### src/rtl/seg_scan_ctrl.sv
// seg_scan_ctrl: time-multiplexes NUM_DIGITS hex digits onto one shared
// active-low seven-segment bus. It drives per-digit decimal points and
// blanking, uses a programmable slot length (REFRESH_DIV) and turns all
// anodes off for the first GUARD cycles of each slot to avoid ghosting.
// Latency: an/seg/dp are registered, one clk behind cnt/digit_idx/inputs.
// Backpressure: none; en=0 darkens the display and freezes the scan position.
// Optional build macro SEG_SCAN_LZ_BLANK_EN: leading-zero suppression of
// digits above digit 0, OR'd with blank_mask.
// Ports:
//   clk, rst_n            clock (rising edge), async active-low reset
//   en                    scan enable
//   digits                4*NUM_DIGITS hex nibbles, digit 0 is rightmost
//   dp_mask, blank_mask   per-digit decimal point / forced blanking
//   an                    active-low anodes, one-hot-low when lit
//   seg, dp               active-low segments {g,f,e,d,c,b,a} and dp
//   digit_idx             digit currently being scanned
//   slot_tick             pulse on the last cycle of each slot
module seg_scan_ctrl #(
  parameter int NUM_DIGITS  = 4,
  parameter int REFRESH_DIV = 100000,
  parameter int GUARD       = 0
) (
  input  logic                                            clk,
  input  logic                                            rst_n,
  input  logic                                            en,
  input  logic [4*NUM_DIGITS-1:0]                         digits,
  input  logic [NUM_DIGITS-1:0]                           dp_mask,
  input  logic [NUM_DIGITS-1:0]                           blank_mask,
  output logic [NUM_DIGITS-1:0]                           an,
  output logic [6:0]                                      seg,
  output logic                                            dp,
  output logic [((NUM_DIGITS > 2) ? $clog2(NUM_DIGITS) : 1)-1:0] digit_idx,
  output logic                                            slot_tick
);

  localparam int CW = $clog2(REFRESH_DIV);
  localparam int IW = (NUM_DIGITS > 2) ? $clog2(NUM_DIGITS) : 1;
  localparam logic [CW-1:0] CNT_LAST  = CW'(REFRESH_DIV - 1);
  localparam logic [IW-1:0] IDX_LAST  = IW'(NUM_DIGITS - 1);

  logic [CW-1:0]         cnt_q, cnt_d;
  logic [IW-1:0]         digit_idx_q, digit_idx_d;
  logic [NUM_DIGITS-1:0] an_q, an_d;
  logic [6:0]            seg_q, seg_d;
  logic                  dp_q, dp_d;

  logic                  in_guard;
  logic [3:0]            cur_digit;
  logic                  cur_blank;
  logic [NUM_DIGITS-1:0] lz_blank;

  function automatic logic [6:0] hex7(input logic [3:0] v);
    logic [6:0] s;
    unique case (v)
      4'h0: s = 7'b1000000;
      4'h1: s = 7'b1111001;
      4'h2: s = 7'b0100100;
      4'h3: s = 7'b0110000;
      4'h4: s = 7'b0011001;
      4'h5: s = 7'b0010010;
      4'h6: s = 7'b0000010;
      4'h7: s = 7'b1111000;
      4'h8: s = 7'b0000000;
      4'h9: s = 7'b0010000;
      4'hA: s = 7'b0001000;
      4'hB: s = 7'b0000011;
      4'hC: s = 7'b1000110;
      4'hD: s = 7'b0100001;
      4'hE: s = 7'b0000110;
      default: s = 7'b0001110;
    endcase
    return s;
  endfunction

  // With no guard interval the comparison would be constant, so elide it.
  generate
    if (GUARD == 0) begin : g_no_guard
      assign in_guard = 1'b0;
    end else begin : g_guard
      localparam logic [CW-1:0] CNT_GUARD = CW'(GUARD);
      assign in_guard = (cnt_q < CNT_GUARD);
    end
  endgenerate

  assign slot_tick = en && (cnt_q == CNT_LAST);

  // Prescaler and digit pointer; both hold while en is low.
  always_comb begin
    cnt_d       = cnt_q;
    digit_idx_d = digit_idx_q;
    if (en) begin
      cnt_d = (cnt_q == CNT_LAST) ? '0 : cnt_q + CW'(1);
    end
    if (slot_tick) begin
      digit_idx_d = (digit_idx_q == IDX_LAST) ? '0 : digit_idx_q + IW'(1);
    end
  end

  // Leading-zero suppression: walk down from the top digit while every digit
  // seen so far is zero. Digit 0 is never suppressed.
`ifdef SEG_SCAN_LZ_BLANK_EN
  logic zero_run;
  always_comb begin
    lz_blank = '0;
    zero_run = 1'b1;
    for (int i = NUM_DIGITS - 1; i > 0; i--) begin
      zero_run    = zero_run & (digits[4*i +: 4] == 4'h0);
      lz_blank[i] = zero_run;
    end
  end
`else
  assign lz_blank = '0;
`endif

  assign cur_digit = digits[{digit_idx_q, 2'b00} +: 4];
  assign cur_blank = blank_mask[digit_idx_q] | lz_blank[digit_idx_q];

  // Blanking clears segments only; the anode and dp still follow the scan.
  always_comb begin
    an_d  = {NUM_DIGITS{1'b1}};
    seg_d = 7'h7F;
    dp_d  = 1'b1;
    if (en && !in_guard) begin
      an_d  = ~(NUM_DIGITS'(1) << digit_idx_q);
      seg_d = cur_blank ? 7'h7F : hex7(cur_digit);
      dp_d  = ~dp_mask[digit_idx_q];
    end
  end

  always_ff @(posedge clk or negedge rst_n) begin
    if (!rst_n) begin
      cnt_q       <= '0;
      digit_idx_q <= '0;
      an_q        <= {NUM_DIGITS{1'b1}};
      seg_q       <= 7'h7F;
      dp_q        <= 1'b1;
    end else begin
      cnt_q       <= cnt_d;
      digit_idx_q <= digit_idx_d;
      an_q        <= an_d;
      seg_q       <= seg_d;
      dp_q        <= dp_d;
    end
  end

  assign an        = an_q;
  assign seg       = seg_q;
  assign dp        = dp_q;
  assign digit_idx = digit_idx_q;

endmodule

### config.mk
export PLATFORM = sky130hd
export DESIGN_NAME = seg_scan_ctrl
export DESIGN_NICKNAME = d
export VERILOG_FILES = /design/src/rtl/seg_scan_ctrl.sv
export SDC_FILE = /design/constraint.sdc
export NUM_CORES = 1
export LEC_CHECK = 0
export BUFFER_PORTS_ARGS = -buffer_cell sky130_fd_sc_hd__clkbuf_2
export CELL_PAD_IN_SITES_DETAIL_PLACEMENT = 2
export CELL_PAD_IN_SITES_GLOBAL_PLACEMENT = 2
export CORE_AREA = 2 2 76 78
export DETAILED_ROUTE_END_ITERATION = 10
export DIE_AREA = 0 0 78 80
export PLACE_DENSITY = 0.81
export SLEW_MARGIN = 20
export SYNTH_ARGS = -nofsm -noshare
export SYNTH_HDL_FRONTEND = slang
export SYNTH_SLANG_ARGS = --single-unit
### constraint.sdc
create_clock -name clk -period 4.1 [get_ports clk]
set_input_delay 0.41 -clock clk [delete_from_list [all_inputs] [get_ports clk]]
set_output_delay 0.41 -clock clk [all_outputs]
set_load 0.05 [all_outputs]
# After elaboration in Yosys (flattened, before gate mapping)
# Memory sizes are Yosys's and may differ from the RTL's.
# Index checks and enable logic that the tools add are counted.
# totals
ff_bits	31
rom_bits	112
output_inout_bits	15
word_cells	29
n_memories	1
# mem_list
name	depth	word_bits	read_ports	rd_clocked_by_memory_dff	wr	line	rtl
(no name shown)	16	7	1	0	0	54	unique case (v)
# classes
add_sub_neg	2
magnitude_cmp	1
eq_ne	2
shifts	2
muxes	12
bitwise	3
n_reduce_logical	1
# ops
cell	n
$add A17 B1 Y17 const B	1
$eq A17 B17 Y1 const B	1
$mux W17	1
$shiftx A16 B5 Y4	1
$mux W7	2
$bmux W1 S2	3
$mux W1	4
$mux W4	1
$not A4 Y4	1
$shl A1 B2 Y4 const A	1
$lt A2 B3 Y1 const B	1
$add A2 B1 Y2 const B	1
$eq A2 B2 Y1 const B	1
$mux W2	1
$logic_and A1 B1 Y1	1
$not A1 Y1	1
$or A1 B1 Y1	1

# Logic depth before layout (Yosys ltp)
# Gate-level depths: netlist of run 1.
# logic_depth
ltp_word	5
mapped_depth	7
depth_no_buf	6

# Worst setup path after synthesis of run 1
# No wires, ideal clock.
# synth_path
path_type	reg-to-reg
startpoint	register digit_idx_q[0], in the netlist digit_idx[0]
endpoint	register seg_q[3], in the netlist seg[3]
setup_time_ns	0.077
arrival_ns	2.128
required_time_ns	4.023
setup_slack_ns	1.895
stages_incl_launch_ff	8
n_path_buf	1
period_less_slack_ns	2.205
cell_sequence	dfrtp_1 > buf_6 > mux4_2 > inv_1 > ha_1 > mux2i_1 > and3_1 > a31oi_1
# synth_via
elab_chain_len	5
elab_cells_between_ends	9
classes_between	shift: 1; mux: 6; bitwise: 1; memory: 1
# synth_lines
item	line	rtl
from (decl)	42	logic [IW-1:0] digit_idx_q, digit_idx_d;
from (signal assigned)	139	digit_idx_q <= digit_idx_d;
parallel branches: the longest is 3 deep, another holds $mem_v2 Z16 W7	n/a	
$mux W7 (*)	125	seg_d = cur_blank ? 7'h7F : hex7(cur_digit);
$mux W7 (*)	123	if (en && !in_guard) begin
named net seg_d[3]	44	logic [6:0] seg_q, seg_d;
to (signal assigned)	141	seg_q <= seg_d;
to (decl)	44	
# Mark *: on every way through the listed nets, which the timed path passes. The select of a mux whose other input is x is not followed.
# A chain may end at the register's enable or synchronous reset.

# Worst setup path in the final report of run 1
# layout_path
startpoint	register cnt_q[0]
endpoint	output port slot_tick
# layout_via
elab_chain_len	2
# layout_lines
item	line	rtl
from (decl)	41	logic [CW-1:0] cnt_q, cnt_d;
from (signal assigned)	138	cnt_q <= cnt_d;
$eq A17 B17 Y1	85	assign slot_tick = en && (cnt_q == CNT_LAST);
$logic_and A1 B1 Y1	85	
to (decl)	33	output logic slot_tick
# Every way passes these cells.

==> results.yml, run 1 <==
critical_path:
  cp_max_fo: 10
  crit_required_ns: 3.69
  slowest_stage: "nor3_4"
  worstSetupPathType: "flop to output pin"
  arrival_ns: 2.17
  cp-end-kind: "output pin"
  max_stage_delay_ns: 0.43
  path_cells: "ha_1, nand4_1, or2_4, nor3_4, clkbuf_2"
  startpoint_type: "flop"
timing:
  final_max_slew_viol_count: 0
  fin_crit_ns: 2.58
  rsz0062_at_grt: "no"
  max-slew-margin-rel_pct: 46.7
  fmax_mhz: 388
  setup_tns_ns: 0
  finalSetupViolations: 0
  finalCritPeriodShare_pct: 62.9
  finalHoldViolations: 0
  tightest_slew_ns: 0.799
  skew_ns: 0.00991
routing:
  drt.antenna.violating_nets: 0
  drc: 0
  route.met2.wl_mm: 2.23
  m1WireLength_mm: 1.77
  drtIter0Drc: 39
  routed_wl_mm: 4.24
  highest_layer: "met4"
  num_vias: 1323
  firstDrtPassIters: 4
  routed_via_density: 4.96
  wl_met3_um: 145
  wire_per_inst_um: 15.9
placement:
  numPortBuffers: 41
  gp_congestion: 0.732
  dp.final_hpwl_mm: 3.21
  place_inst: 259
die:
  die-area_um2: 6240
  row_count: 27
  die_x_um: 78
  coreArea_um2: 5410
  ioPinCount: 42
  start_util_pct: 31.8
  die_height_um: 80
clock_tree:
  numClockSinks: 31
  cts_resized: 0
  clk_pin_slew_ns: 0.07
  h-tree-depth: 2
  hold_buffers: 0
  clock_latency_ns: 0.28
  postCtsSetupBuffers: 0
  clock_path_buffers: 2
  cts_root_buf: "clkbuf_8"
  cts_tree: "built"
  cts_buffers: 5
finish:
  final_cell_mix: "41 x clkbuf_2, 19 x dfrtp_1, 12 x nand2_1, 12 x nor2_1, 12 x dfstp_2"
  drive_above_1_share_pct: 35.9
  area_growth_pct: 20.0
  final.fill_count: 586
  finalNonFillerCells: 267
  mostFrequentLayoutCell: "clkbuf_2"
  nets: 232
  antenna_cells: 0
logic_synthesis:
  synthFlopType: "dfrtp_1"
  synth-async-reset-ratio_pct: 100
  yosysSeqAreaShare_pct: 46.1
  syn_nets: 189
  avgSynthCellArea_um2: 11.4
  synth.distinct_cells: 35
  yosys_warnings: 0
  synth_edf_count: 0
  ys_seq_elements: 31
  synth_area_um2: 1720
  syn_inst: 151
grt:
  grt_pass1_wl_mm: 7.20
  antenna_found_initial: 0
  grt_pass1_vias: 1501
  grt.total_usage_pct: 15.0
  grt.overflow.total: 0
  grt_max_degree: 32
power:
  leakagePower_nw: 0.943
  peakVddDrop_mv: 0.0994
  switching_share_pct: 31.4
  pwr-share-comb_pct: 19.0
  power.share.sequential_pct: 51.0
  switchingPower_mw: 0.242
  power_density_nw_per_um2: 374
  intPower_mw: 0.529
  pwr-share-clk_pct: 30.0
worst_hold_path:
  hold_path.class: "input pin to asynchronous set/reset pin"
outcome:
  status: "finished clean"
flow_run:
  maxCapViolCount: 0
==> Yosys cell counts, types with 3 or more instances <==
cell type	count	share of area, %
o221ai_1	4	2.0
inv_1	9	2.0
mux4_2	6	7.9
xor2_1	3	1.5
dfrtp_1	19	28
nand2_1	12	2.6
mux2_2	3	2.0
xnor2_1	11	5.6
a21oi_1	3	0.87
nor2_1	12	2.6
mux2i_1	5	2.9
ha_1	11	8.0
dfstp_2	12	18
nand3_1	4	1.2
nand4_1	6	2.2
and3_1	5	1.8
==> state kept, by name, indices dropped and copies added, names as in the netlist <==
name       flops
cnt_q         17
seg            7
an             4
digit_idx      2
dp             1
==> worst max-delay path, delay by kind of cell, from the launching register on <==
family	cells	cell delay, ns
fa+ha+maj	1	0.20
buf+inv	1	0.36
flops	1	0.41
simple gates	3	0.91
==> final cells by class <==
type / instances / area [um^2] / area share (%)
tap: 72 / 90.1 / 4.37
sequential: 31 / 791 / 38.4
clock buffer: 7 / 76.3 / 3.71
timing repair buffer: 41 / 205 / 9.96
multi-input combinational: 106 / 858 / 41.7
clock inverter: 1 / 5.00 / 0.243
inverter: 9 / 33.8 / 1.64
==> layer usage <==
layer  global-route usage, %  vias to the layer above
met3                    3.17                        7
met5                       0                        -
met2                    26.7                       38
met1                    17.0                      662
met4                    7.19                        0
li1                        -                      616
==> logic make-up after synthesis <==
| family | synth area share (%) |
|---|---|
| AOI/OAI and AO/OA | 5.25 |
| adders and majority gates | 8.02 |
| and+or+nand+nor | 16.8 |
| DFF | 46.1 |
| buffers and inverters | 3.94 |
| xor gates and xnor gates | 7.14 |
| muxes | 12.8 |
==> metrics by stage <==
step	hold slack (ns)	cell area [um^2]	utilization (%)	setup WS, ns	power [mW]
4_1_cts	0.218	2060	38.1	1.47	0.787
5_1_grt	0.255	2060	38.1	1.36	0.822
6_report	0.198	2060	38.1	1.52	0.770
2_1_floorplan	0.114	1720	-	1.90	0.492
3_5_place_dp	0.477	1980	36.6	1.73	0.544
3_3_place_gp	0.472	1980	36.6	1.81	0.536
==> power by group through the flow <==
| stage | combinational [mW] | sequential [mW] | clock [mW] |
|---|---|---|---|
| final | 0.147 | 0.392 | 0.231 |
| after global placement | 0.141 | 0.395 | 0 |
| after detailed placement | 0.148 | 0.396 | 0 |
| after CTS | 0.150 | 0.394 | 0.242 |
| after floorplan | 0.0870 | 0.405 | 0 |
| after global routing | 0.166 | 0.400 | 0.255 |
==> final timing paths <==
kind / start / end / slack, ns / depth (start not counted)
worst min-delay path: rst_n / cnt_q[10] / 0.20 / 1
worst max register to register: digit_idx[0] / seg[3] / 1.85 / 6
worst min register to register: cnt_q[16] / cnt_q[16] / 0.48 / 1
max in group asynchronous: rst_n / cnt_q[12] / 3.38 / 1
worst max-delay path: cnt_q[0] / slot_tick / 1.52 / 5
min in group clk: en / an[2] / 0.46 / 2
No activity file was read; power rests on OpenSTA's default activity.
==> run 2: changes to the inputs <==
--- a/config.mk
+++ b/config.mk
@@ -5,13 +5,14 @@
 export SDC_FILE = /design/constraint.sdc
 export NUM_CORES = 1
 export LEC_CHECK = 0
+export ABC_AREA = 1
 export BUFFER_PORTS_ARGS = -buffer_cell sky130_fd_sc_hd__clkbuf_2
 export CELL_PAD_IN_SITES_DETAIL_PLACEMENT = 2
 export CELL_PAD_IN_SITES_GLOBAL_PLACEMENT = 2
-export CORE_AREA = 2 2 76 78
+export CORE_AREA = 2 2 89 91
 export DETAILED_ROUTE_END_ITERATION = 10
-export DIE_AREA = 0 0 78 80
-export PLACE_DENSITY = 0.81
+export DIE_AREA = 0 0 91 93
+export PLACE_DENSITY = 0.79
 export SLEW_MARGIN = 20
 export SYNTH_ARGS = -nofsm -noshare
 export SYNTH_HDL_FRONTEND = slang
==> constraint.sdc (replaced) <==
create_clock -name clk -period 2.35 [get_ports clk]
set_input_delay 0.235 -clock clk [delete_from_list [all_inputs] [get_ports clk]]
set_output_delay 0.235 -clock clk [all_outputs]
set_load 0.05 [all_outputs]
==> results.yml, run 2 <==
timing:
  finalHoldViolations: 0
  finalCritPeriodShare_pct: 90.4
  rsz0062_at_grt: "no"
  final_max_slew_viol_count: 0
  finalSetupViolations: 0
  skew_ns: 0.00916
  fin_crit_ns: 2.12
  max-slew-margin-rel_pct: 45.2
  setup_tns_ns: 0
  fmax_mhz: 471
  tightest_slew_ns: 0.822
flow_run:
  maxCapViolCount: 0
finish:
  antenna_cells: 0
  finalNonFillerCells: 417
  mostFrequentLayoutCell: "nand2_1"
  largest-register: "cnt_q"
  final_util_pct: 31.3
  seq_area_um2: 791
  multi_input_area_um2: 1040
  drive_above_1_share_pct: 22.9
  final.fill_count: 918
  largest_register_ff_count: 17
  nets: 352
  final_cell_mix: "77 x nand2_1, 48 x nor2_1, 41 x clkbuf_2"
  area_growth_pct: 20.3
clock_tree:
  cts_root_buf: "clkbuf_8"
  hold_buffers: 0
  clock_latency_ns: 0.28
  cts_resized: 0
  numClockSinks: 31
  clock_path_buffers: 2
  clk_pin_slew_ns: 0.07
  h-tree-depth: 2
  cts_tree: "built"
  postCtsSetupBuffers: 0
  cts_buffers: 5
logic_synthesis:
  synth_area_um2: 1960
  synth_area_leaders: "dfrtp_1 24%, dfstp_2 16%, nand2_1 15%, nor2_1 9.2%, nand3_1 8.2%"
  synth_top_area_share_pct: 24.3
  synth_edf_count: 0
  synth.distinct_cells: 27
  avgSynthCellArea_um2: 7.28
  synth-async-reset-ratio_pct: 100
  yosysSeqAreaShare_pct: 40.4
  syn_nets: 307
  post-synth-top-count-cell: "nand2_1"
  yosys_warnings: 0
  synthFlopType: "dfrtp_1"
  syn_inst: 269
  yosysTopAreaCell: "dfrtp_1"
  ys_seq_elements: 31
  synth_common_cells: "77 x nand2_1, 48 x nor2_1, 32 x nand3_1"
power:
  power_density_nw_per_um2: 668
  leakagePower_nw: 1.19
  peakVddDrop_mv: 0.201
grt:
  grt_pass1_wl_mm: 10.4
  grt.total_usage_pct: 15.2
  antenna_found_initial: 0
  grt_max_degree: 32
  grt_pass1_vias: 2158
  grt.overflow.total: 0
critical_path:
  startpoint_type: "flop"
  worstSetupPathType: "flop to output pin"
  timing.critical_path.buf_inv: 1
  path_cells: "ha_1, nand2_1, nor2_1, nand4_1, nor2_2, clkbuf_2"
  max_stage_delay_ns: 0.40
  critPathLaunch: "cnt_q[0]"
  arrival_ns: 1.89
  slowest_stage: "dfrtp_1"
  cp_top_family: "simple AND/OR/NAND/NOR gates"
  cp_max_fo: 7
  cp-end-kind: "output pin"
  timing.rr.start: "digit_idx[0]"
  crit_required_ns: 2.12
routing:
  drt.antenna.violating_nets: 0
  drtIter0Drc: 32
  num_vias: 1923
  firstDrtPassIters: 4
  routed_via_density: 4.61
  wire_per_inst_um: 14.4
  drc: 0
  routed_wl_mm: 6.01
die:
  ioPinCount: 42
  die_x_um: 91
  die-area_um2: 8460
  start_util_pct: 26.0
  die_height_um: 93
  row_count: 32
  coreArea_um2: 7530
placement:
  gp_congestion: 0.840
  dp.final_hpwl_mm: 4.73
  numPortBuffers: 41
  place_inst: 409
worst_hold_path:
  hold_path.class: "input pin to asynchronous set/reset pin"
outcome:
  status: "finished clean"
[run 2: cell count changes in the layout (fill, tap and decap cells not counted), sizes merged, moves of 5 or more]
| cell | delta |
|---|---|
| and3 | -5 |
| inv | +18 |
| mux2i | -5 |
| mux4 | -6 |
| nand2 | +68 |
| nand3 | +32 |
| nor2 | +37 |
| xnor2 | -9 |
[run 2: cells by family (layout without fill, tap and decap cells)]
family	count (synthesis)	after routing	synth area share, %
AND/OR/NAND/NOR	180	180	40.6
flip-flops	31	31	40.4
buffers and inverters	31	77	6.65
AO/OA/AOI/OAI	12	12	3.58
adder cells (fa/ha/maj)	11	11	7.03
XOR/XNOR	4	4	1.79
[run 2: final cells by class]
type | count | share of cell area (%)
Multi-Input combinational cell | 207 | 44.0
Timing Repair Buffer | 42 | 9.03
Inverter | 27 | 4.30
Clock inverter | 2 | 0.531
Clock buffer | 6 | 3.08
Sequential cell | 31 | 33.6
Tap cell | 102 | 5.42
[run 2: routing by layer]
metal  global-route usage, %  wire length [um]  vias to the layer above
met5                       0                 0                        -
met4                    3.79                61                        0
met3                    2.42               195                        5
met2                    28.1              3150                       33
met1                    18.3              2610                      942
li1                        -                 -                      943
[run 2: worst paths after layout]
| check | depth (start not counted) | slack [ns] | to |
|---|---|---|---|
| min reg2reg | 2 | 0.59 | cnt_q[1] |
| max reg2reg | 10 | 0.45 | seg[0] |
| max in group asynchronous | 1 | 1.80 | cnt_q[15] |
| min in group clk | 4 | 0.25 | dp |
| max | 6 | 0.23 | slot_tick |
| min | 1 | 0.04 | cnt_q[14] |
[run 2: per-stage QoR]
stage	total power [mW]	setup slack (ns)	area (um^2)	hold slack, ns
global route	1.71	0.0281	2350	0.0991
finish	1.57	0.226	2350	0.0365
floorplan	1.02	0.400	1960	-0.0606
detailed placement	1.17	0.462	2270	0.382
CTS	1.61	0.161	2350	0.0722
global placement	1.14	0.522	2270	0.380
[run 2: worst reg2reg max path, stage by stage (launching register included)]
cell and delay, ns:
dfrtp_1 0.55, inv_2 0.21, nand2_1 0.11, nand3_1 0.07, nand2_1 0.20, inv_1 0.11, ha_1 0.23, inv_1 0.10
nand2_1 0.09, nand3_1 0.09, nand3_1 0.08
[run 2: power breakdown]
group	switching (mW)	internal, mW
sequential	0.102	0.623
clock	0.209	0.207
combinational	0.277	0.155
==> run 3: changes to the inputs <==
==> config.mk (replaced) <==
export PLATFORM = sky130hd
export DESIGN_NAME = seg_scan_ctrl
export DESIGN_NICKNAME = d
export VERILOG_FILES = /design/src/rtl/seg_scan_ctrl.sv
export SDC_FILE = /design/constraint.sdc
export NUM_CORES = 1
export LEC_CHECK = 0
export BUFFER_PORTS_ARGS = -buffer_cell sky130_fd_sc_hd__clkbuf_2
export CELL_PAD_IN_SITES_DETAIL_PLACEMENT = 2
export CELL_PAD_IN_SITES_GLOBAL_PLACEMENT = 2
export CORE_AREA = 2 2 79 81
export DETAILED_ROUTE_END_ITERATION = 10
export DIE_AREA = 0 0 81 83
export PLACE_DENSITY = 0.79
export SYNTH_ARGS = -nofsm -noshare
export SYNTH_HDL_FRONTEND = slang
export SYNTH_SLANG_ARGS = --single-unit
==> results.yml, run 3 (synthesis results as in run 1) <==
outcome:
  status: "finished clean"
finish:
  area_growth_pct: 22.7
  drive_above_1_share_pct: 37.4
  final.fill_count: 664
  antenna_cells: 0
  finalNonFillerCells: 273
  nets: 235
  largest_register_ff_count: 17
  final_cell_mix: "40 x clkbuf_2, 19 x dfrtp_1, 12 x nand2_1, 12 x nor2_1, 12 x dfstp_2"
  multi_input_area_um2: 858
  largest-register: "cnt_q"
  seq_area_um2: 791
  mostFrequentLayoutCell: "clkbuf_2"
timing:
  skew_ns: 0.00527
  fin_ws_ns: 0.126
  fin_crit_ns: 2.22
  finalSetupViolations: 0
  finalCritPeriodShare_pct: 94.6
  final_max_slew_viol_count: 0
  setup_tns_ns: 0
  tightest_slew_ns: 0.800
  fmax_mhz: 450
  max-slew-margin-rel_pct: 46.7
  rsz0062_at_grt: "no"
  finalHoldViolations: 0
placement:
  place_inst: 265
  gp_congestion: 0.839
  dp.final_hpwl_mm: 3.32
  numPortBuffers: 41
  post-place-ws_ns: 0.304
grt:
  grt_pass1_vias: 1523
  grt_max_degree: 32
  grt.total_usage_pct: 14.4
  grt.overflow.total: 0
  grt_pass1_wl_mm: 7.63
  antenna_found_initial: 0
routing:
  routed_wl_mm: 4.33
  routed_via_density: 4.87
  wire_per_inst_um: 15.9
  firstDrtPassIters: 4
  num_vias: 1330
  drc: 0
  drt.antenna.violating_nets: 0
  drtIter0Drc: 37
critical_path:
  startpoint_type: "flop"
  cp_max_fo: 4
  arrival_ns: 1.99
  crit_required_ns: 2.12
  cp-end-kind: "output pin"
  worstSetupPathType: "flop to output pin"
clock_tree:
  postCtsSetupBuffers: 0
  cts_tree: "built"
  clock_latency_ns: 0.29
  cts_buffers: 5
  numClockSinks: 31
  h-tree-depth: 2
  hold_buffers: 0
  cts_root_buf: "clkbuf_8"
  clock_path_buffers: 2
  cts_resized: 0
  clk_pin_slew_ns: 0.07
die:
  ioPinCount: 42
  row_count: 28
  die_height_um: 83
  coreArea_um2: 5820
  die-area_um2: 6720
  start_util_pct: 29.5
  die_x_um: 81
power:
  power_density_nw_per_um2: 672
  peakVddDrop_mv: 0.307
  leakagePower_nw: 0.968
worst_hold_path:
  hold_path.class: "input pin to asynchronous set/reset pin"
flow_run:
  maxCapViolCount: 0
[run 3: final timing paths]
| path | start | endpoint | slack, ns | depth (start not counted) |
|---|---|---|---|---|
| min in group clk | en | an[3] | 0.30 | 3 |
| hold reg to reg | cnt_q[16] | cnt_q[16] | 0.48 | 1 |
| setup reg to reg | digit_idx[0] | seg[6] | 0.27 | 5 |
| hold / removal | rst_n | cnt_q[6] | 0.03 | 1 |
| setup / recovery | cnt_q[0] | slot_tick | 0.13 | 5 |
| max in group asynchronous | rst_n | cnt_q[2] | 1.82 | 1 |
[run 3: report_power, final]
part           switching [mW]  leakage, nW  internal (mW)  total, mW
Clock                   0.205       0.0515          0.267      0.472
Sequential             0.0759        0.380          0.608      0.684
Combinational           0.150        0.537          0.109      0.260
[run 3: final cells by class]
type	instances	area share, %
Multi-Input combinational cell	106	40.7
Sequential cell	31	37.5
Timing Repair Buffer	44	10.9
Clock buffer	8	4.75
Tap cell	75	4.45
Inverter	9	1.60
[run 3: per-stage QoR]
stage / cell area [um^2] / utilization (%) / power (mW) / hold WS [ns]
2_1_floorplan: 1720 / - / 0.858 / -0.0606
3_3_place_gp: 2000 / 34.5 / 0.937 / 0.363
3_5_place_dp: 2000 / 34.5 / 0.954 / 0.376
4_1_cts: 2100 / 36.2 / 1.43 / 0.0620
5_1_grt: 2110 / 36.2 / 1.49 / 0.0937
6_report: 2110 / 36.2 / 1.42 / 0.0274
[run 3: per-layer routing]
layer,global-route usage [%],share of wire (%),routed length (um)
met1,18.8,46,1980
met2,24.3,50,2170
met3,2.72,2.9,126
met4,3.70,1.2,54
met5,0,0,0
[run 3: critical path: stages, from the launching register on]
cell and delay [ns]:
dfrtp_1 0.40, ha_1 0.21, nand4_1 0.19, or2_4 0.31, nor3_4 0.30, clkbuf_4 0.30
